--- config.mk ---
export PLATFORM = sky130hd
export DESIGN_NAME = fetch_ctrl
export DESIGN_NICKNAME = d
export VERILOG_FILES = /design/src/rtl/fetch_ctrl.sv
export SDC_FILE = /design/constraint.sdc
export NUM_CORES = 1
export LEC_CHECK = 0
export ABC_CLOCK_PERIOD_IN_PS = 2800
export CAP_MARGIN = 10
export CELL_PAD_IN_SITES_DETAIL_PLACEMENT = 2
export CELL_PAD_IN_SITES_GLOBAL_PLACEMENT = 2
export CORE_ASPECT_RATIO = 2
export CORE_MARGIN = 4
export CORE_UTILIZATION = 24
export DETAILED_ROUTE_END_ITERATION = 8
export PLACE_DENSITY_LB_ADDON = 0.1
export SLEW_MARGIN = 0
export SYNTH_ARGS = -nofsm -noshare
export SYNTH_HDL_FRONTEND = slang
export SYNTH_SLANG_ARGS = --single-unit
export TNS_END_PERCENT = 1
--- constraint.sdc ---
create_clock -name clk -period 2.8 [get_ports clk]
set_input_delay 0.84 -clock clk [delete_from_list [all_inputs] [get_ports clk]]
set_output_delay 0.84 -clock clk [all_outputs]
set_load 0.05 [all_outputs]
--- src/rtl/fetch_ctrl.sv ---
`default_nettype none
// ============================================================================
// Module   : fetch_ctrl
// Brief    : Instruction fetch controller. It issues word fetches to
//            instruction memory and holds one instruction for decode. It
//            applies jump, exception and eret redirects, and drains any
//            request that is abandoned while still outstanding.
// Revision : 1.0 - initial release
// ============================================================================
module fetch_ctrl #(
  parameter logic [31:0] IM_INIT = 32'h0000_3000,
  parameter logic [31:0] IM_END  = 32'h0000_4FFF,
  parameter logic [4:0]  NO_EXC  = 5'd0,
  parameter logic [4:0]  ADEL    = 5'd4
) (
  input  logic        clk,
  input  logic        Reset,
  input  logic        stall,
  input  logic        if_jump,
  input  logic [31:0] next_pc,
  input  logic        if_handler,
  input  logic [31:0] handler_pc,
  input  logic        if_eret,
  input  logic [31:0] epc,
  output logic        mem_req,
  output logic [31:0] mem_addr,
  input  logic        mem_ready,
  input  logic [31:0] mem_rdata,
  output logic [31:0] instr,
  output logic [31:0] PC,
  output logic        instr_valid,
  output logic [4:0]  IFU_EXC
);

  typedef enum logic [1:0] {
    S_FETCH = 2'd0,
    S_HOLD  = 2'd1,
    S_FLUSH = 2'd2
  } state_t;

  state_t      state, state_nxt;
  logic [31:0] pc, pc_nxt;
  logic [31:0] req_addr, req_addr_nxt;
  logic [31:0] instr_q, instr_nxt;
  logic [4:0]  exc_q, exc_nxt;

  logic        pc_legal;
  logic        redirect;
  logic [31:0] redirect_pc;

  // State and datapath registers; reset abandons any outstanding request.
  always_ff @(posedge clk) begin
    if (Reset) begin
      state    <= S_FETCH;
      pc       <= IM_INIT;
      req_addr <= IM_INIT;
      instr_q  <= 32'd0;
      exc_q    <= NO_EXC;
    end else begin
      state    <= state_nxt;
      pc       <= pc_nxt;
      req_addr <= req_addr_nxt;
      instr_q  <= instr_nxt;
      exc_q    <= exc_nxt;
    end
  end

  // Next-state, redirect handling and memory request generation.
  always_comb begin
    pc_legal     = (pc >= IM_INIT) && (pc <= IM_END) && (pc[1:0] == 2'b00);
    // Handler and eret redirects win over everything, in any state and
    // regardless of stall; handler beats eret.
    redirect     = if_handler | if_eret;
    redirect_pc  = if_handler ? handler_pc : epc;

    state_nxt    = state;
    pc_nxt       = pc;
    req_addr_nxt = req_addr;
    instr_nxt    = instr_q;
    exc_nxt      = exc_q;
    mem_req      = 1'b0;
    mem_addr     = pc;

    case (state)
      S_FETCH: begin
        // Illegal addresses never reach memory; they turn into an ADEL
        // instruction on the following cycle.
        if (pc_legal) begin
          mem_req      = 1'b1;
          req_addr_nxt = pc;
        end
        if (redirect) begin
          pc_nxt    = redirect_pc;
          // A request still in flight must be drained before refetching so
          // mem_addr stays stable until the memory answers.
          state_nxt = (pc_legal && !mem_ready) ? S_FLUSH : S_FETCH;
        end else if (!pc_legal) begin
          instr_nxt = 32'd0;
          exc_nxt   = ADEL;
          state_nxt = S_HOLD;
        end else if (mem_ready) begin
          instr_nxt = mem_rdata;
          exc_nxt   = NO_EXC;
          state_nxt = S_HOLD;
        end
      end
      S_HOLD: begin
        if (redirect) begin
          pc_nxt    = redirect_pc;
          state_nxt = S_FETCH;
        end else if (!stall) begin
          pc_nxt    = if_jump ? next_pc : pc + 32'd4;
          state_nxt = S_FETCH;
        end
      end
      S_FLUSH: begin
        // Keep presenting the abandoned request until it completes; its
        // data is dropped.
        mem_req  = 1'b1;
        mem_addr = req_addr;
        if (redirect) begin
          pc_nxt = redirect_pc;
        end
        if (mem_ready) begin
          state_nxt = S_FETCH;
        end
      end
      default: begin
        state_nxt = S_FETCH;
      end
    endcase

    if (Reset) begin
      mem_req = 1'b0;
    end
  end

  assign instr       = instr_q;
  assign PC          = pc;
  assign IFU_EXC     = exc_q;
  assign instr_valid = (state == S_HOLD);

endmodule
`default_nettype wire

# Yosys cells after proc, flatten, opt, wreduce, memory -nomap -nowiden
# Index checks and enable logic that the tools add are counted.
# totals
ff_bits	103
inputBits	135
out_inout_bits	103
# classes
n_addsub	1
magnitude_cmp	2
eq_ne	7
mux	22
n_bitwise	2
reduce_logical	12
# ops
cell	count
$mux W32	8
$pmux W32 S2	1
$add A32 B3 Y32 const B	1
$ge A32 B14 Y1 const B	1
$le A32 B15 Y1 const B	1
$mux W2	7
$mux W5	2
$reduce_and A3 Y1	3
$pmux W2 S3	1
$logic_not A2 Y1	2
$ne A2 B2 Y1 const B	2
$ne A4 B4 Y1 const B	1
$logic_and A1 B1 Y1	3
$ne A3 B2 Y1 const B	1
$eq A2 B1 Y1 const B	1
$eq A2 B2 Y1 const B	1
$mux W1	2
$ne A2 B1 Y1 const B	1
$pmux W1 S2	1
$reduce_and A2 Y1	1
$reduce_bool A2 Y1	1
$reduce_or A2 Y1	1
$logic_not A1 Y1	1
$not A1 Y1	1
$or A1 B1 Y1	1

# Longest topological paths before layout
# Gate-level depths: netlist of the first run.
# depth
word_depth	7
mapped_depth	8
depth_no_buf	6

# Worst setup path before layout of the first run
# OpenSTA, ideal clock, no wires.
# synth_path
kind	flip-flop to output port
startpoint	reg pc[14] (netlist: PC[14])
endpoint	out mem_req
arrival_ns	1.899
required_time_ns	1.960
slack_ns	0.061
path_stages_with_launch	6
cell_sequence	dfxtp_1 > buf_2 > nor3b_2 > o211ai_4 > nor3_1 > o21a_1
# synth_between
elab_chain_len	6
elab_cells_between_ends	7
cone_classes	order compare (2); mux (3); reduce/logical (2)
# synth_lines
element	line_no	rtl
start: declaration	42	logic [31:0] pc, pc_nxt;
start signal: assignment	61	pc <= pc_nxt;
$ge A32 B14 Y1 or $le A32 B15 Y1 (tied branches)	70	pc_legal = (pc >= IM_INIT) && (pc <= IM_END) && (pc[1:0] == 2'b00);
$logic_and A1 B1 Y1 (*) (2 in series)	70	
$mux W1 (*)	88	if (pc_legal) begin
$pmux W1 S2 (*)	84	case (state)
$mux W1 (*)	133	if (Reset) begin
end: declaration	25	output logic mem_req,
# Every way passes the cells marked *; elsewhere a longest branch is shown, timed or not.

# Worst setup path after layout of the first run
# layout_path
startpoint	reg pc[26] (netlist: PC[26])
endpoint	out PC[26]
# layout_rtl
element	line_no	rtl
end: declaration	30	output logic [31:0] PC,
# No word-level cell between the ends.

==> results.json, run 1 <==
{
  "viasPerCell": 5.168,
  "clock_latency_ns": 0.37,
  "fin_crit_ns": 2.722,
  "final_layout_size_suffix_gt1_share_pct": 19.86,
  "ioPinCount": 238,
  "cp_top_family": "buffers and inverters",
  "grt_pass1_vias": 6872,
  "ys_ff_latch": 99,
  "fillers": 2515,
  "vias": 5928,
  "finalCritPeriodShare_pct": 97.20,
  "synth_edf_count": 0,
  "grt_setup_unrepaired": "no",
  "ant_nets": 0,
  "synth_top_area_share_pct": 36.26,
  "fmax_ghz": 0.3674,
  "numCtsBuffers": 9,
  "nets": 1003,
  "synthesis.area_um2": 5466,
  "grtUsageTotal_pct": 20.68,
  "drt_iter0_markers": 154,
  "synthFlopType": "dfxtp_1",
  "synthTopCellsByArea": "dfxtp_1 36%, mux2_2 7.6%, a22o_1 5.4%",
  "crit_required_ns": 1.96,
  "area_delta_synth_final_pct": 57.36,
  "status": "completed",
  "clock_path_buffers": 2,
  "p_leak_nw": 3.252,
  "synth_seq_area_share_pct": 36.26,
  "r2r_slack_ns": 0.54,
  "synth.distinct_cells": 70,
  "die_y_um": 221.4,
  "grt_overflow": 0,
  "initial_core_util_pct": 24.56,
  "hold_path_class": "reg -> reg",
  "p_per_area_nw_per_um2": 462.3,
  "slew_violations": 0,
  "avgSynthCellArea_um2": 8.803,
  "grt_antenna_before_repair": 0,
  "postCtsHoldBufs": 0,
  "crit_type": "reg -> out",
  "peakVddDrop_v": 0.0003045,
  "regArea_um2": 1984,
  "fp-row-count": 77,
  "synth_top_area_cell": "dfxtp_1",
  "fin_ws_ns": 0.07848,
  "cts_tree": "done",
  "yosysMostFrequentCell": "dfxtp_1",
  "maxSlewHeadroom_pct": 56.87,
  "cp_max_fo": 9,
  "dp_slack_ns": -0.2589,
  "setup_tns_ns": 0,
  "synthTopCellsByCount": "99 x dfxtp_1, 42 x nand2_1, 42 x nor2_1, 42 x o21ai_0, 37 x mux2_2",
  "cp_num_buf_inv": 1,
  "synth-async-reset-ratio_pct": 0,
  "critPathLaunchType": "register",
  "htreeDepth": 3,
  "gp_congestion": 0.8093,
  "drv_cap": 0,
  "crit_path_cell_trace": "clkdlybuf4s50_1",
  "setup_viol": 0,
  "yosysWarnings": 0,
  "totalWireLength_mm": 26.31,
  "die-area_um2": 25400,
  "cts.sinks": 99,
  "finalHoldViolations": 0,
  "first_pass_iters": 6,
  "multi_input_area_um2": 3183,
  "drc": 0,
  "cp_slowest_cell": "clkdlybuf4s50_1",
  "grt_max_degree": 35,
  "grt_first_pass_wirelength_mm": 40.21,
  "slowest_delay_ns": 0.92,
  "clkSlewWorstSetupHoldPaths_ns": 0.07,
  "syn_inst": 621,
  "port_buffers": 233,
  "drt-wirelength-per-cell_um": 22.94,
  "fp.coreArea_um2": 22260,
  "dpl.hpwl_mm": 21.05,
  "diodes": 0,
  "worstPathArrival_ns": 1.88,
  "utilization_pct": 38.65,
  "tightest_slew_ns": 0.6463,
  "critPathCaptureType": "output pin",
  "die_x_um": 114.7,
  "finalClockSkew_ns": 0.01186,
  "cts-root-buf": "clkbuf_16"
}
==> placed cells by master, fill, tap and decap left out, drive strengths merged, types with 4 or more instances in the layout <==
master         netlist  layout
inv                  6       7
and2                21      21
nor3                22      22
and4                 4       4
a211oi               8       8
o21ai               42      42
nor2                43      43
conb                 1       4
nand4                8       8
o311ai               4       4
o22ai               10      10
a2111oi              4       4
a21oi               25      25
nor4                13      13
clkbuf              33      11
xor2                12      12
mux2i               14      14
o211ai              10      10
mux2                38      38
nand2               42      42
a22o                34      34
clkdlybuf4s50        0     195
and3                11      11
dfxtp               99      99
nand2b               9       9
a311oi               4       4
buf                 27      96
nand3               27      27
==> through the flow <==
step | cells | hold WS [ns] | power [mW] | area [um2]
floorplan | 624 | 0.4221 | 2.153 | 5478
global placement | 1130 | 0.4376 | 2.689 | 8279
detailed placement | 1130 | 0.4445 | 2.710 | 8279
CTS | 1147 | 0.4645 | 4.050 | 8589
global route | 1147 | 0.4726 | 4.169 | 8602
finish | 1147 | 0.4597 | 3.977 | 8602
==> state kept, by name, indices dropped and copies added (netlist names) <==
register,count
instr,32
req_addr,32
PC,32
state,2
IFU_EXC,1
==> cells by family (layout without fill, tap and decap cells) <==
logic type / count (synthesis) / in the layout / share of synthesized area [%]
AND/OR/NAND/NOR: 222 / 222 / 23.25
AO/OA/AOI/OAI: 163 / 163 / 20.87
flip-flops: 99 / 99 / 36.26
buffers and inverters: 67 / 314 / 6.294
multiplexers: 52 / 52 / 10.39
XOR/XNOR: 15 / 15 / 2.403
adder cells (fa/ha/maj): 2 / 2 / 0.4577
other: 1 / 4 / 0.06860
==> routing by layer <==
layer | GRT usage, % | vias to the layer above | share of wire (%) | wire length, um
li1 | - | 2773 | - | -
met1 | 20.30 | 2903 | 36 | 9358
met2 | 39.34 | 207 | 55 | 14360
met3 | 3.800 | 45 | 4.9 | 1282
met4 | 11.26 | 0 | 5.0 | 1307
met5 | 0 | - | 0 | 0
==> timing repair <==
| action | CTS | global route |
|---|---|---|
| resized for setup | 3 | 3 |
| pin swaps | 2 | 0 |
| setup endpoints to repair | 1 | 2 |
| setup buffers | 1 | 0 |
==> path summary, 6_finish.rpt <==
kind	startpoint	end	cells after the start
worst max-delay path	PC[26]	PC[26]	1
worst min-delay path	req_addr[27]	req_addr[27]	1
worst max register to register	PC[17]	instr[7]	7
worst min register to register	req_addr[27]	req_addr[27]	1
==> area by class of cell <==
type,instances,share of cell area (%)
clock inverters,5,0.7273
well taps,276,4.015
flip-flops and latches,99,23.07
repair buffers,291,32.17
inverters,7,0.3055
clock buffers,11,2.705
multi-input cells,458,37.00
==> power by group <==
| group | leakage, nW | internal, mW | switching (mW) |
|---|---|---|---|
| logic | 2.31 | 0.482 | 0.660 |
| registers | 0.806 | 1.45 | 0.0785 |
| clock network | 0.136 | 0.699 | 0.607 |
| total | 3.25 | 2.63 | 1.35 |
No activity file was read; power rests on OpenSTA's default activity.
==> inputs of run 2 (changes only) <==
--- a/config.mk
+++ b/config.mk
@@ -13,7 +13,7 @@
 export CORE_MARGIN = 4
 export CORE_UTILIZATION = 24
 export DETAILED_ROUTE_END_ITERATION = 8
-export PLACE_DENSITY_LB_ADDON = 0.1
+export PLACE_DENSITY_LB_ADDON = 0.3
 export SLEW_MARGIN = 0
 export SYNTH_ARGS = -nofsm -noshare
 export SYNTH_HDL_FRONTEND = slang
==> results.json, run 2 (synthesis gave the netlist of run 1 again) <==
{
  "finalClockSkew_ns": 0.01007,
  "maxSlewHeadroom_pct": 51.17,
  "crit_path_cell_trace": "buf_4 > clkdlybuf4s50_1",
  "p_per_area_nw_per_um2": 465.7,
  "regArea_um2": 1983,
  "ant_nets": 0,
  "fillers": 2496,
  "die_x_um": 114.7,
  "grt_pass1_vias": 6947,
  "fp-row-count": 77,
  "clock_path_buffers": 2,
  "port_buffers": 233,
  "drt-wirelength-per-cell_um": 23.25,
  "setup_viol": 0,
  "numCtsBuffers": 9,
  "drc": 0,
  "hold_path_class": "reg -> reg",
  "dpl.hpwl_mm": 21.44,
  "fmax_ghz": 0.3679,
  "die-area_um2": 25400,
  "slew_violations": 0,
  "nets": 1006,
  "r2r_cells": 7,
  "crit_required_ns": 1.96,
  "die_y_um": 221.4,
  "critPathCaptureType": "output pin",
  "fin_crit_ns": 2.718,
  "viasPerCell": 5.181,
  "worstReg2RegEnd": "PC[14]",
  "holdWs_ns": 0.4607,
  "total_power_mw": 4.019,
  "cp_slowest_cell": "clkdlybuf4s50_1",
  "final_cell_mix": "196 x clkdlybuf4s50_1, 98 x dfxtp_1, 88 x buf_4",
  "dp.cells": 1133,
  "whs_endpoint": "req_addr[22]",
  "cp_max_fo": 5,
  "tightest_slew_ns": 0.7141,
  "cts.sinks": 99,
  "r2r_slack_ns": 0.47,
  "finalCritPeriodShare_pct": 97.07,
  "htreeDepth": 3,
  "grt_overflow": 0,
  "grt_first_pass_wirelength_mm": 40.72,
  "status": "completed",
  "totalWireLength_mm": 26.78,
  "cts_tree": "done",
  "area_delta_synth_final_pct": 57.89,
  "cts-root-buf": "clkbuf_16",
  "slowest_delay_ns": 0.82,
  "critPathLaunchType": "register",
  "peakVddDrop_v": 0.0003165,
  "multi_input_area_um2": 3171,
  "clock_latency_ns": 0.36,
  "fp.coreArea_um2": 22260,
  "stdcell_count": 1152,
  "grt_setup_unrepaired": "no",
  "grt_antenna_before_repair": 2,
  "p_leak_nw": 3.277,
  "clkSlewWorstSetupHoldPaths_ns": 0.08,
  "hold_depth": 1,
  "drv_cap": 0,
  "gp_congestion": 0.8277,
  "vias": 5968,
  "layout_commonest_cell": "clkdlybuf4s50_1",
  "worstPathArrival_ns": 1.88,
  "grt_max_degree": 37,
  "final_layout_size_suffix_gt1_share_pct": 19.79,
  "drt_iter0_markers": 179,
  "initial_core_util_pct": 24.56,
  "worstHoldStart": "req_addr[22]",
  "first_pass_iters": 4,
  "ioPinCount": 238,
  "grtUsageTotal_pct": 20.85,
  "timing.rr.start": "PC[2]",
  "crit_type": "reg -> out",
  "finalHoldViolations": 0
}
[run 2: cell count changes in the layout (fill, tap and decap cells not counted), moves of 2 or more]
cell      delta
clkbuf_1     -2
diode_2      +2
inv_6        +2
buf_4        +2
[run 2: layout make-up]
class                      count  share of cell area [%]
antenna                        2                 0.05799
clock buffer                  10                   2.769
clock inverter                 6                  0.7973
inverter                       7                  0.3044
multi-input combinational    458                   36.74
sequential                    99                   22.98
tap                          276                   4.001
timing repair buffer         294                   32.36
[run 2: worst max path at each step]
stage	startpoint	endpoint	slack, ns	cells after the start
2_1_floorplan	PC[14]	mem_req	0.06	5
3_3_place_gp	if_eret	PC[13]	0.1	8
3_5_place_dp	if_eret	PC[12]	-0.22	6
4_1_cts	PC[18]	PC[18]	0.04	2
5_1_grt	PC[17]	mem_req	0.006	5
6_report	PC[18]	PC[18]	0.08	2
[run 2: report_power, final]
part	leakage (nW)	total [mW]	switching, mW	internal (mW)
logic	2.32	1.16	0.673	0.487
registers	0.806	1.52	0.0661	1.45
clock network	0.150	1.34	0.615	0.727
[run 2: layer usage]
metal,share of wire [%],wire [um],vias up,global-route usage [%]
met5,0,0,-,0
met4,4.0,1058,0,10.61
met3,4.8,1285,44,3.417
met2,57,15140,195,40.65
met1,35,9296,2949,20.16
li1,-,-,2780,-
[run 2: per-stage QoR]
step	area [um2]	TNS (ns)	utilization (%)	setup WS, ns
6_report	8631	0	38.78	0.08193
5_1_grt	8631	0	38.78	0.005771
4_1_cts	8626	0	38.76	0.03966
3_5_place_dp	8304	-0.2930	37.31	-0.2178
3_3_place_gp	8304	0	37.31	0.09962
2_1_floorplan	5478	0	-	0.06055
[run 2: critical path, delay by kind of cell, from the launching register on]
kind                   cells  cell delay (ns)
DFF                        1             0.46
buffers and inverters      2             1.04
[run 2: timing repair]
| action | 4_1_cts | 5_1_grt |
|---|---|---|
| setup endpoints to repair | 1 | 0 |
| resized for setup | 2 | 0 |
| hold buffers | 0 | 0 |
| endpoints found under the hold margin | 0 | 0 |
| setup buffers | 1 | 0 |
==> inputs of run 3 (changes only) <==
--- a/config.mk
+++ b/config.mk
@@ -6,7 +6,6 @@
 export NUM_CORES = 1
 export LEC_CHECK = 0
 export ABC_CLOCK_PERIOD_IN_PS = 2800
-export CAP_MARGIN = 10
 export CELL_PAD_IN_SITES_DETAIL_PLACEMENT = 2
 export CELL_PAD_IN_SITES_GLOBAL_PLACEMENT = 2
 export CORE_ASPECT_RATIO = 2
==> results of run 3 <==
Final layout, timing and power as in run 2 (identical DEF).
